[config.mk]
export PLATFORM = sky130hd
export DESIGN_NAME = exe_stage
export DESIGN_NICKNAME = d
export VERILOG_FILES = /design/src/rtl/arm_pkg.sv /design/src/rtl/exe_mul_seq.sv /design/src/rtl/exe_stage.sv
export SDC_FILE = /design/constraint.sdc
export NUM_CORES = 1
export LEC_CHECK = 0
export ABC_AREA = 1
export CAP_MARGIN = 5
export CORE_MARGIN = 10
export CORE_UTILIZATION = 57
export DETAILED_ROUTE_END_ITERATION = 10
export PLACE_DENSITY = 0.9
export SKIP_LAST_GASP = 1
export SLEW_MARGIN = 20
export SYNTH_ARGS = -nofsm -noshare
export SYNTH_HDL_FRONTEND = slang
export SYNTH_HIERARCHICAL = 1
export SYNTH_SLANG_ARGS = --single-unit
[constraint.sdc]
create_clock -name clk -period 15.1 [get_ports clk]
set_input_delay 3.02 -clock clk [delete_from_list [all_inputs] [get_ports clk]]
set_output_delay 3.02 -clock clk [all_outputs]
set_load 0.02 [all_outputs]
[src/rtl/arm_pkg.sv]
// Shared ARM pipeline definitions: ALU command codes, shift types, forward selects,
// multiplier FSM states and small datapath helpers.
package arm_pkg;

    localparam int DATA_W = 32;

    localparam logic [3:0] CMD_NOP = 4'b0000;
    localparam logic [3:0] CMD_MOV = 4'b0001;
    localparam logic [3:0] CMD_ADD = 4'b0010;
    localparam logic [3:0] CMD_ADC = 4'b0011;
    localparam logic [3:0] CMD_SUB = 4'b0100;
    localparam logic [3:0] CMD_SBC = 4'b0101;
    localparam logic [3:0] CMD_AND = 4'b0110;
    localparam logic [3:0] CMD_ORR = 4'b0111;
    localparam logic [3:0] CMD_EOR = 4'b1000;
    localparam logic [3:0] CMD_MVN = 4'b1001;
    localparam logic [3:0] CMD_MUL = 4'b1010;

    localparam logic [1:0] SH_LSL = 2'b00;
    localparam logic [1:0] SH_LSR = 2'b01;
    localparam logic [1:0] SH_ASR = 2'b10;
    localparam logic [1:0] SH_ROR = 2'b11;

    localparam logic [1:0] FWD_REG = 2'b00;
    localparam logic [1:0] FWD_MEM = 2'b01;
    localparam logic [1:0] FWD_WB  = 2'b10;

    typedef enum logic [1:0] {
        MUL_IDLE = 2'b00,
        MUL_BUSY = 2'b01,
        MUL_DONE = 2'b10
    } mul_state_t;

    function automatic logic [DATA_W-1:0] ror32(input logic [DATA_W-1:0] x,
                                                input logic [4:0] n);
        logic [2*DATA_W-1:0] d;
        d = {x, x} >> n;
        return d[DATA_W-1:0];
    endfunction

    // Encoding 11 is unused by the hazard unit and falls back to the register value.
    function automatic logic [DATA_W-1:0] fwd_mux(input logic [1:0] sel,
                                                  input logic [DATA_W-1:0] rv,
                                                  input logic [DATA_W-1:0] mv,
                                                  input logic [DATA_W-1:0] wv);
        logic [DATA_W-1:0] r;
        case (sel)
            FWD_MEM: r = mv;
            FWD_WB:  r = wv;
            default: r = rv;
        endcase
        return r;
    endfunction

endpackage

[src/rtl/exe_mul_seq.sv]
// Iterative shift-add multiplier: one partial-product step per cycle, low word kept.
// Only instantiated when EXE_MUL_EN is defined.
module exe_mul_seq
    import arm_pkg::*;
#(
    parameter int MUL_CYCLES = 32
) (
    input  logic              clk,
    input  logic              rst,
    input  logic              start,
    input  logic [DATA_W-1:0] a,
    input  logic [DATA_W-1:0] b,
    output logic              stall,
    output logic              done,
    output logic [DATA_W-1:0] product
);

    localparam int CNT_W = (MUL_CYCLES > 1) ? $clog2(MUL_CYCLES) : 1;

    mul_state_t        state_q, state_d;
    logic [CNT_W-1:0]  cnt_q;
    logic [DATA_W-1:0] mcand_q, mplier_q, acc_q;
    logic              load, last_step;

    assign load      = (state_q == MUL_IDLE) && start;
    assign last_step = (cnt_q == CNT_W'(MUL_CYCLES - 1));

    always_ff @(posedge clk or posedge rst) begin
        if (rst) state_q <= MUL_IDLE;
        else     state_q <= state_d;
    end

    always_comb begin
        state_d = state_q;
        case (state_q)
            MUL_IDLE: if (start)     state_d = MUL_BUSY;
            MUL_BUSY: if (last_step) state_d = MUL_DONE;
            MUL_DONE:                state_d = MUL_IDLE;
            default:                 state_d = MUL_IDLE;
        endcase
    end

    // Stall is raised in the issue cycle itself so the hazard unit freezes IF/ID at once;
    // it is forced low while reset is held so the front end never sees a stuck stall.
    always_comb begin
        stall = !rst && (load || (state_q == MUL_BUSY));
        done  = (state_q == MUL_DONE);
    end

    always_ff @(posedge clk or posedge rst) begin
        if (rst)                        cnt_q <= '0;
        else if (load)                  cnt_q <= '0;
        else if (state_q == MUL_BUSY)   cnt_q <= cnt_q + CNT_W'(1);
    end

    // Operands are captured once at issue; later forwarding changes cannot leak in.
    always_ff @(posedge clk) begin
        if (load) begin
            mcand_q  <= a;
            mplier_q <= b;
            acc_q    <= '0;
        end else if (state_q == MUL_BUSY) begin
            if (mplier_q[0]) acc_q <= acc_q + mcand_q;
            mcand_q  <= mcand_q << 1;
            mplier_q <= mplier_q >> 1;
        end
    end

    assign product = acc_q;

endmodule

[src/rtl/exe_stage.sv]
// ARM execute stage: operand forwarding, Val2 generation, ALU, branch target and NZCV.
// Define EXE_MUL_EN to build the iterative multiplier and the MUL command.
module exe_stage
    import arm_pkg::*;
#(
    parameter int MUL_CYCLES = 32
) (
    input  logic        clk,
    input  logic        rst,
    input  logic [3:0]  exe_cmd,
    input  logic        wb_en_in,
    input  logic        mem_r_en_in,
    input  logic        mem_w_en_in,
    input  logic        b_in,
    input  logic        s_in,
    input  logic        imm_in,
    input  logic [31:0] pc_in,
    input  logic [31:0] val_rn,
    input  logic [31:0] val_rm,
    input  logic [11:0] shift_operand,
    input  logic [23:0] signed_imm_24,
    input  logic [3:0]  dest_in,
    input  logic [1:0]  sel_src1,
    input  logic [1:0]  sel_src2,
    input  logic [31:0] mem_fwd,
    input  logic [31:0] wb_fwd,
    output logic [31:0] alu_res,
    output logic [31:0] store_data,
    output logic [31:0] br_addr,
    output logic        b_taken,
    output logic        wb_en,
    output logic        mem_r_en,
    output logic        mem_w_en,
    output logic [3:0]  dest,
    output logic [3:0]  sr,
    output logic        stall
);

    logic [31:0]        op_a, rm_val, val2, b_eff, res;
    logic signed [31:0] rm_s;
    logic signed [31:0] br_off;
    logic [32:0]        sum;
    logic [4:0]         shamt;
    logic               cin, arith, nz_we, cv_we, c_new, v_new;
    logic [3:0]         sr_next;
    logic               mul_done;
    logic [31:0]        mul_product;

    assign op_a       = fwd_mux(sel_src1, val_rn, mem_fwd, wb_fwd);
    assign rm_val     = fwd_mux(sel_src2, val_rm, mem_fwd, wb_fwd);
    assign rm_s       = rm_val;
    assign store_data = rm_val;
    assign shamt      = shift_operand[11:7];

    always_comb begin
        val2 = '0;
        if (mem_r_en_in || mem_w_en_in) begin
            val2 = {20'd0, shift_operand};
        end else if (imm_in) begin
            val2 = ror32({24'd0, shift_operand[7:0]}, {shift_operand[11:8], 1'b0});
        end else begin
            case (shift_operand[6:5])
                SH_LSL:  val2 = rm_val << shamt;
                SH_LSR:  val2 = rm_val >> shamt;
                SH_ASR:  val2 = 32'(rm_s >>> shamt);
                default: val2 = ror32(rm_val, shamt);
            endcase
        end
    end

    function automatic logic add_ovf(input logic a31, input logic b31, input logic r31);
        return (a31 == b31) && (r31 != a31);
    endfunction

    // Subtraction runs through the same adder as A + ~B + carry-in, so C is NOT borrow.
    always_comb begin
        res   = '0;
        b_eff = val2;
        cin   = 1'b0;
        arith = 1'b0;
        nz_we = 1'b0;
        cv_we = 1'b0;
        case (exe_cmd)
            CMD_MOV: begin res = val2;        nz_we = 1'b1; end
            CMD_MVN: begin res = ~val2;       nz_we = 1'b1; end
            CMD_AND: begin res = op_a & val2; nz_we = 1'b1; end
            CMD_ORR: begin res = op_a | val2; nz_we = 1'b1; end
            CMD_EOR: begin res = op_a ^ val2; nz_we = 1'b1; end
            CMD_ADD: arith = 1'b1;
            CMD_ADC: begin arith = 1'b1; cin = sr[1]; end
            CMD_SUB: begin arith = 1'b1; b_eff = ~val2; cin = 1'b1; end
            CMD_SBC: begin arith = 1'b1; b_eff = ~val2; cin = sr[1]; end
`ifdef EXE_MUL_EN
            CMD_MUL: begin res = mul_done ? mul_product : '0; nz_we = mul_done; end
`endif
            default: res = '0;
        endcase
        sum   = {1'b0, op_a} + {1'b0, b_eff} + {32'd0, cin};
        c_new = sum[32];
        v_new = add_ovf(op_a[31], b_eff[31], sum[31]);
        if (arith) begin
            res   = sum[31:0];
            nz_we = 1'b1;
            cv_we = 1'b1;
        end
    end

    assign alu_res = res;
    assign sr_next = {nz_we ? res[31]      : sr[3],
                      nz_we ? (res == '0)  : sr[2],
                      cv_we ? c_new        : sr[1],
                      cv_we ? v_new        : sr[0]};

    always_ff @(posedge clk or posedge rst) begin
        if (rst)                sr <= 4'b0000;
        else if (s_in && !stall) sr <= sr_next;
    end

    assign br_off   = 32'($signed(signed_imm_24));
    assign br_addr  = pc_in + 32'(br_off <<< 2);
    assign b_taken  = b_in;
    assign wb_en    = wb_en_in;
    assign mem_r_en = mem_r_en_in;
    assign mem_w_en = mem_w_en_in;
    assign dest     = dest_in;

`ifdef EXE_MUL_EN
    logic mul_start;
    assign mul_start = (exe_cmd == CMD_MUL);

    exe_mul_seq #(.MUL_CYCLES(MUL_CYCLES)) u_mul (
        .clk     (clk),
        .rst     (rst),
        .start   (mul_start),
        .a       (op_a),
        .b       (val2),
        .stall   (stall),
        .done    (mul_done),
        .product (mul_product)
    );
`else
    logic mul_unused;
    assign stall       = 1'b0;
    assign mul_done    = 1'b0;
    assign mul_product = '0;
    assign mul_unused  = (MUL_CYCLES == 0) ^ mul_done ^ (^mul_product);
`endif

endmodule
# [Word-level counts from Yosys, hierarchy flattened]
# Index checks and enable logic that the tools add are counted.
[classes] bitwise=4 order_cmp=0 muxes=13 n_addsub=3 div_mod_pow=0 n_shift=5 eq_ne=17 multipliers=0 reduce_logical=10
[ops] cell="case mux 32 bit (5 select lines)" n=1
[ops] cell="2-to-1 mux 32 bit" n=4
[ops] cell="case mux 32 bit (2 select lines)" n=2
[ops] cell="case mux 32 bit (3 select lines)" n=1
[ops] cell=">> shifter 64 x 5 -> 32 bit" n=1
[ops] cell=">> shifter 40 x 5 -> 32 bit" n=1
[ops] cell="adder 32 x 32 -> 33 bit" n=1
[ops] cell="adder 33 x 1 -> 33 bit" n=1
[ops] cell="adder 32 bit" n=1
[ops] cell="AND 32 bit" n=1
[ops] cell="logical NOT 32 bit" n=1
[ops] cell="inverter 32 bit" n=1
[ops] cell="OR 32 bit" n=1
[ops] cell="<< shifter 32 x 5 -> 32 bit" n=1
[ops] cell=">> shifter 32 x 5 -> 32 bit" n=1
[ops] cell=">>> shifter 32 x 5 -> 32 bit" n=1
[ops] cell="XOR 32 bit" n=1
[ops] cell="== test 4 x 3 -> 1 bit, second input constant" n=4
[ops] cell="== test 4 x 2 -> 1 bit, second input constant" n=2
[ops] cell="== test 4 bit, second input constant" n=2
[ops] cell="== test 2 x 1 -> 1 bit, second input constant" n=3
[ops] cell="== test 2 bit, second input constant" n=3
[ops] cell="OR reduction 5 bit" n=1
[ops] cell="== test 4 x 1 -> 1 bit, second input constant" n=1
[ops] cell="10 further kinds" n=15
[totals] mem_count=0 register_bits=4 ram_bits=0 in_bits=216 romBits=0 word_cells=54 latch_bits=0 output_inout_bits=109

# [Logic depth before layout (Yosys ltp)]
[depth] depth_word=12 ltp_mapped=45

# [Worst setup path before layout]
# Ideal clock, no wire load.
[synth_path] path_type="input to output" start="input port sel_src2[0]" end="output port alu_res[28]" t_arrival_ns=7.006 slack_ns=5.074 stages=39 cell_sequence="inv_1 > ha_1 > inv_4 > buf_2 > nand3_1 > nand2_2 > nand2_2 > nand3_1 > nand3_1 > nand2_1 > nand2_1 > nand2_1 > nand2_1 > nand3_1 > o211ai_1 > nand2_1 > nand2_1 > xor2_1 > [... 3 more ...] > nand2_1 > a21oi_1 > inv_1 > nand3_1 > nand2_1 > nand2_1 > nand2_1 > nand2_1 > nand2_1 > nand2_1 > nand2_1 > nand2_1 > nand2_1 > nand2_1 > nand2_1 > nor2_1 > nor2_2 > inv_1"
[synth_between] elab_chain_cells=11
[synth_rtl] element="from (decl)" line_no="exe_stage.sv:24" source="input logic [1:0] sel_src2,"
[synth_rtl] element="== test 2 bit / == test 2 x 1 -> 1 bit (equally long branches)" line_no="arm_pkg.sv:47" source="case (sel)"
[synth_rtl] element="case mux 32 bit (2 select lines) *" line_no="arm_pkg.sv:47"
[synth_rtl] element=">> shifter 64 x 5 -> 32 bit, or another cell as far along" line_no="arm_pkg.sv:37" source="d = {x, x} >> n;"
[synth_rtl] element="case mux 32 bit (3 select lines) *" line_no="exe_stage.sv:62" source="case (shift_operand[6:5])"
[synth_rtl] element="2-to-1 mux 32 bit *" line_no="exe_stage.sv:59" source="end else if (imm_in) begin"
[synth_rtl] element="2-to-1 mux 32 bit *" line_no="exe_stage.sv:57" source="if (mem_r_en_in || mem_w_en_in) begin"
[synth_rtl] element="inverter 32 bit" line_no="exe_stage.sv:85, exe_stage.sv:91, exe_stage.sv:92"
[synth_rtl] element="2-to-1 mux 32 bit"
[synth_rtl] element="adder 32 x 32 -> 33 bit" line_no="exe_stage.sv:98" source="sum = {1'b0, op_a} + {1'b0, b_eff} + {32'd0, cin};"
[synth_rtl] element="adder 33 x 1 -> 33 bit" line_no="exe_stage.sv:98"
[synth_rtl] element="2-to-1 mux 32 bit *" line_no="exe_stage.sv:101" source="if (arith) begin"
[synth_rtl] element="to (decl)" line_no="exe_stage.sv:27" source="output logic [31:0] alu_res,"
# Every way passes the cells marked *; elsewhere a longest branch is shown, timed or not.

# [Worst setup path in the final report]
[layout_path] start="input port shift_operand[5]" end="output port alu_res[24]"
[layout_between] elab_chain_cells=9
[layout_rtl] element="from (decl)" line_no="exe_stage.sv:20" source="input logic [11:0] shift_operand,"
[layout_rtl] element="parallel branches: the longest is 3 deep, another holds >> shifter 40 x 5 -> 32 bit"
[layout_rtl] element="2-to-1 mux 32 bit *" line_no="exe_stage.sv:57"
[layout_rtl] element="inverter 32 bit" line_no="exe_stage.sv:85, exe_stage.sv:91, exe_stage.sv:92"
[layout_rtl] element="2-to-1 mux 32 bit"
[layout_rtl] element="adder 32 x 32 -> 33 bit" line_no="exe_stage.sv:98"
[layout_rtl] element="adder 33 x 1 -> 33 bit" line_no="exe_stage.sv:98"
[layout_rtl] element="2-to-1 mux 32 bit *" line_no="exe_stage.sv:101"
# Every way passes the cells marked *.

==> results_dict.tcl <==
set metrics [dict create \
    fin_crit_sh_pct 85.6 \
    start_util_pct 57.7 \
    via_count 18961 \
    first_pass_iters 9 \
    cts_setup_buffers 0 \
    ys_top_cells_by_area "nand2_1 17%, nand3_1 16%, ha_1 12%" \
    worstPathMaxFanout 33 \
    synthAdderAreaFrac_pct 12.3 \
    top_register "sr" \
    fin_cells 2913 \
    grt_pass1_wl_um 104000 \
    synth-seq-cells 4 \
    rr_worst_depth 23 \
    drv_cap 0 \
    cts_buffers 3 \
    die_h_um 174 \
    grt_pass1_vias 17384 \
    critPathKind "in2out" \
    synth_fp_nets 2746 \
    internal-power_w 0.000376 \
    largest_register_ffs 4 \
    start_kind "input pin" \
    core_mm2 0.0234 \
    antenna_found_initial 7 \
    grt-ovfl-total 0 \
    htreeDepth 1 \
    switchingPower_w 0.000591 \
    yosys.area.top_type "nand2_1" \
    worst-slew-pin-transition_ns 1.19 \
    synth_area_mm2 0.0135 \
    pin_count 325 \
    hold_ws_ns 0.490 \
    cts_root_buffer "clkbuf_16" \
    fin_area_mm2 0.0164 \
    cts_sinks 4 \
    placed_cell_area_mm2 0.0163 \
    reg2reg_slack_ns 11.19 \
    r2r_start "sr[1]" \
    synth_mux_area_share_pct 0.0742 \
    synthXorXnorAreaFrac_pct 4.02 \
    wl_per_cell_um 24.2 \
    fin_tns_setup_ns 0 \
    setup_viol 0 \
    cts_buffer_depth 2 \
    rsz0062_at_grt "no" \
    post_cts_resized 0 \
    switching_share_pct 61.1 \
    synthCells 2399 \
    synth-compound-area-share_pct 16.3 \
    cellLeakagePower_nw 8.15 \
    reg.largest.list "sr (4)" \
    num-nets-final 2938 \
    critPathCapture "alu_res[24]" \
    timing.critical_path.mode_cell "nand2_1" \
    synth_edf_count 0 \
    netlist.area_leader.share_pct 17.1 \
    portBuffers 307 \
    hold_viol_final 0 \
    dp.cells 2905 \
    wl_um 70600 \
    gp_congestion 1.11 \
    crit_start "shift_operand[5]" \
    seq_area_frac_synth_pct 0.742 \
    slew_violations 0 \
    dieWidth_um 174 \
    slew_headroom_pct 20.2 \
    syn_area_per_cell_um2 5.62 \
    cts_tree "done" \
    synth_ff_type "dfrtp_1" \
    comb_power_share_pct 94.2 \
    row_count 56 \
    fillers 2141 \
    ctsHoldBuffers 0 \
    p_seq_share_pct 1.5 \
    min_period_ns 12.93 \
    vias_per_cell 6.51 \
    power.density_mw_per_mm2 59.1 \
    slowest_stage "nor2_1" \
    arrival_ns 9.91 \
    yosysWarnings 6 \
    synth-async-reset-ratio_pct 100 \
    fmaxAchievable_ghz 0.0774 \
    ir_drop_mv 0.0537 \
    hold_class "reg2reg" \
    grt_max_degree 78 \
    cts.clk_slew.worst_paths_ns 0.03 \
    drc 0 \
    grtUsageTotal_pct 43.3 \
    p_clk_share_pct 4.3 \
    slowest_delay_ns 0.89 \
    status "finished, final reports clean" \
    hpwlAfterDp_um 56200 \
    die_area_mm2 0.0302 \
    ant_nets 0 \
    drt_iter0_markers 3521 \
    synth_top_family_by_area "simple AND/OR/NAND/NOR gates" \
    drive_gt1_share_pct 11.9 \
    ys_types 58 \
    r2r_end "sr[2]" \
    endpoint_kind "output pin" \
    finClkSkew_ns 0.00304 \
    clock_latency_ns 0.22 \
    synth-simple-area-share_pct 54.2 \
    worst_ep_required_time_ns 12.08 \
    syn2layout_area_growth_pct 21.3 \
]
-- through the flow --
stage / util (%) / setup WS [ns] / power [W]
after global placement: 69.6 / 2.58 / 0.000873
after global routing: 69.9 / 1.93 / 0.00103
after detailed placement: 69.6 / 2.56 / 0.000885
final: 70.0 / 2.17 / 0.000967
after floorplan: - / 5.07 / 0.000573
after CTS: 69.9 / 2.54 / 0.000932
-- cell type report --
type / count / area [µm²] / share of cell area [%]
antenna: 5 / 12.5 / 0.0764
timing repair buffer: 329 / 3220 / 19.7
clock buffer: 3 / 75.1 / 0.459
tap: 319 / 399 / 2.44
multi-input combinational: 2032 / 11700 / 71.6
inverter: 221 / 837 / 5.11
sequential: 4 / 100 / 0.611
-- synthesized netlist by cell type (11+ instances only) --
cell / n
nand2_1: 615
nand3_1: 430
inv_1: 206
nand2_2: 144
nor2_1: 131
ha_1: 128
a21oi_1: 100
o21ai_0: 94
nand3_2: 61
xor2_1: 54
buf_2: 46
buf_4: 40
a221oi_1: 39
clkbuf_1: 34
a221o_1: 31
o21ai_1: 22
or2_0: 20
nand4_1: 19
or2_2: 15
nand4_2: 14
o211ai_1: 13
buf_6: 12
inv_2: 11
-- power groups by stage --
stage,logic (W),clock network (W),registers (W)
floorplan,0.000556,0,0.0000165
global placement,0.000859,0,0.0000142
detailed placement,0.000871,0,0.0000145
CTS,0.000877,0.0000410,0.0000144
global route,0.000970,0.0000422,0.0000147
finish,0.000911,0.0000411,0.0000146
-- per-layer routing --
metal  up-vias  wire length, µm  global-route usage (%)
met5         -               27                       0
met3       361            10300                    14.0
met4         4             5090                    23.7
met1      8483            24900                    51.1
met2      1654            30300                    68.2
li1       8459                -                       -
-- worst max-delay path: cells and delay by family --
| family | cells | cell delay, ns |
|---|---|---|
| and+or+nand+nor | 10 | 2.56 |
| buffers and inverters | 7 | 2.19 |
| AOI/OAI and AO/OA | 6 | 1.09 |
| adders and majority gates | 2 | 0.90 |
| xor gates and xnor gates | 1 | 0.11 |
-- cells in the final DEF, fill, tap and decap left out, types with 10 or more instances in the layout --
cell,instances
nand2_1,615
nand3_1,430
clkdlybuf4s50_1,303
inv_1,205
nand2_2,144
nor2_1,131
ha_1,127
a21oi_1,100
o21ai_0,93
nand3_2,61
xor2_1,54
a221oi_1,39
a221o_1,31
o21ai_1,23
buf_4,22
or2_0,20
nand4_1,19
or2_2,15
nand4_2,14
o211ai_1,13
inv_2,12
nor2_2,10
or2_1,10
-- worst min-delay path by stage --
| stage | from | end | slack, ns | cells past startpoint |
|---|---|---|---|---|
| floorplan | sr[0] | sr[0] | 0.59 | 2 |
| global placement | sr[2] | sr[2] | 0.47 | 2 |
| detailed placement | sr[0] | sr[0] | 0.48 | 2 |
| CTS | sr[0] | sr[0] | 0.49 | 2 |
| global route | sr[0] | sr[0] | 0.52 | 2 |
| finish | sr[0] | sr[0] | 0.49 | 2 |
-- cell families after synthesis --
family	Yosys count
AND/OR/NAND/NOR	1493
buffers and inverters	363
AO/OA/AOI/OAI	344
adder cells (fa/ha/maj)	131
XOR/XNOR	62
flip-flops	4
other	1
multiplexers	1
(Power assumes the default switching activity.)
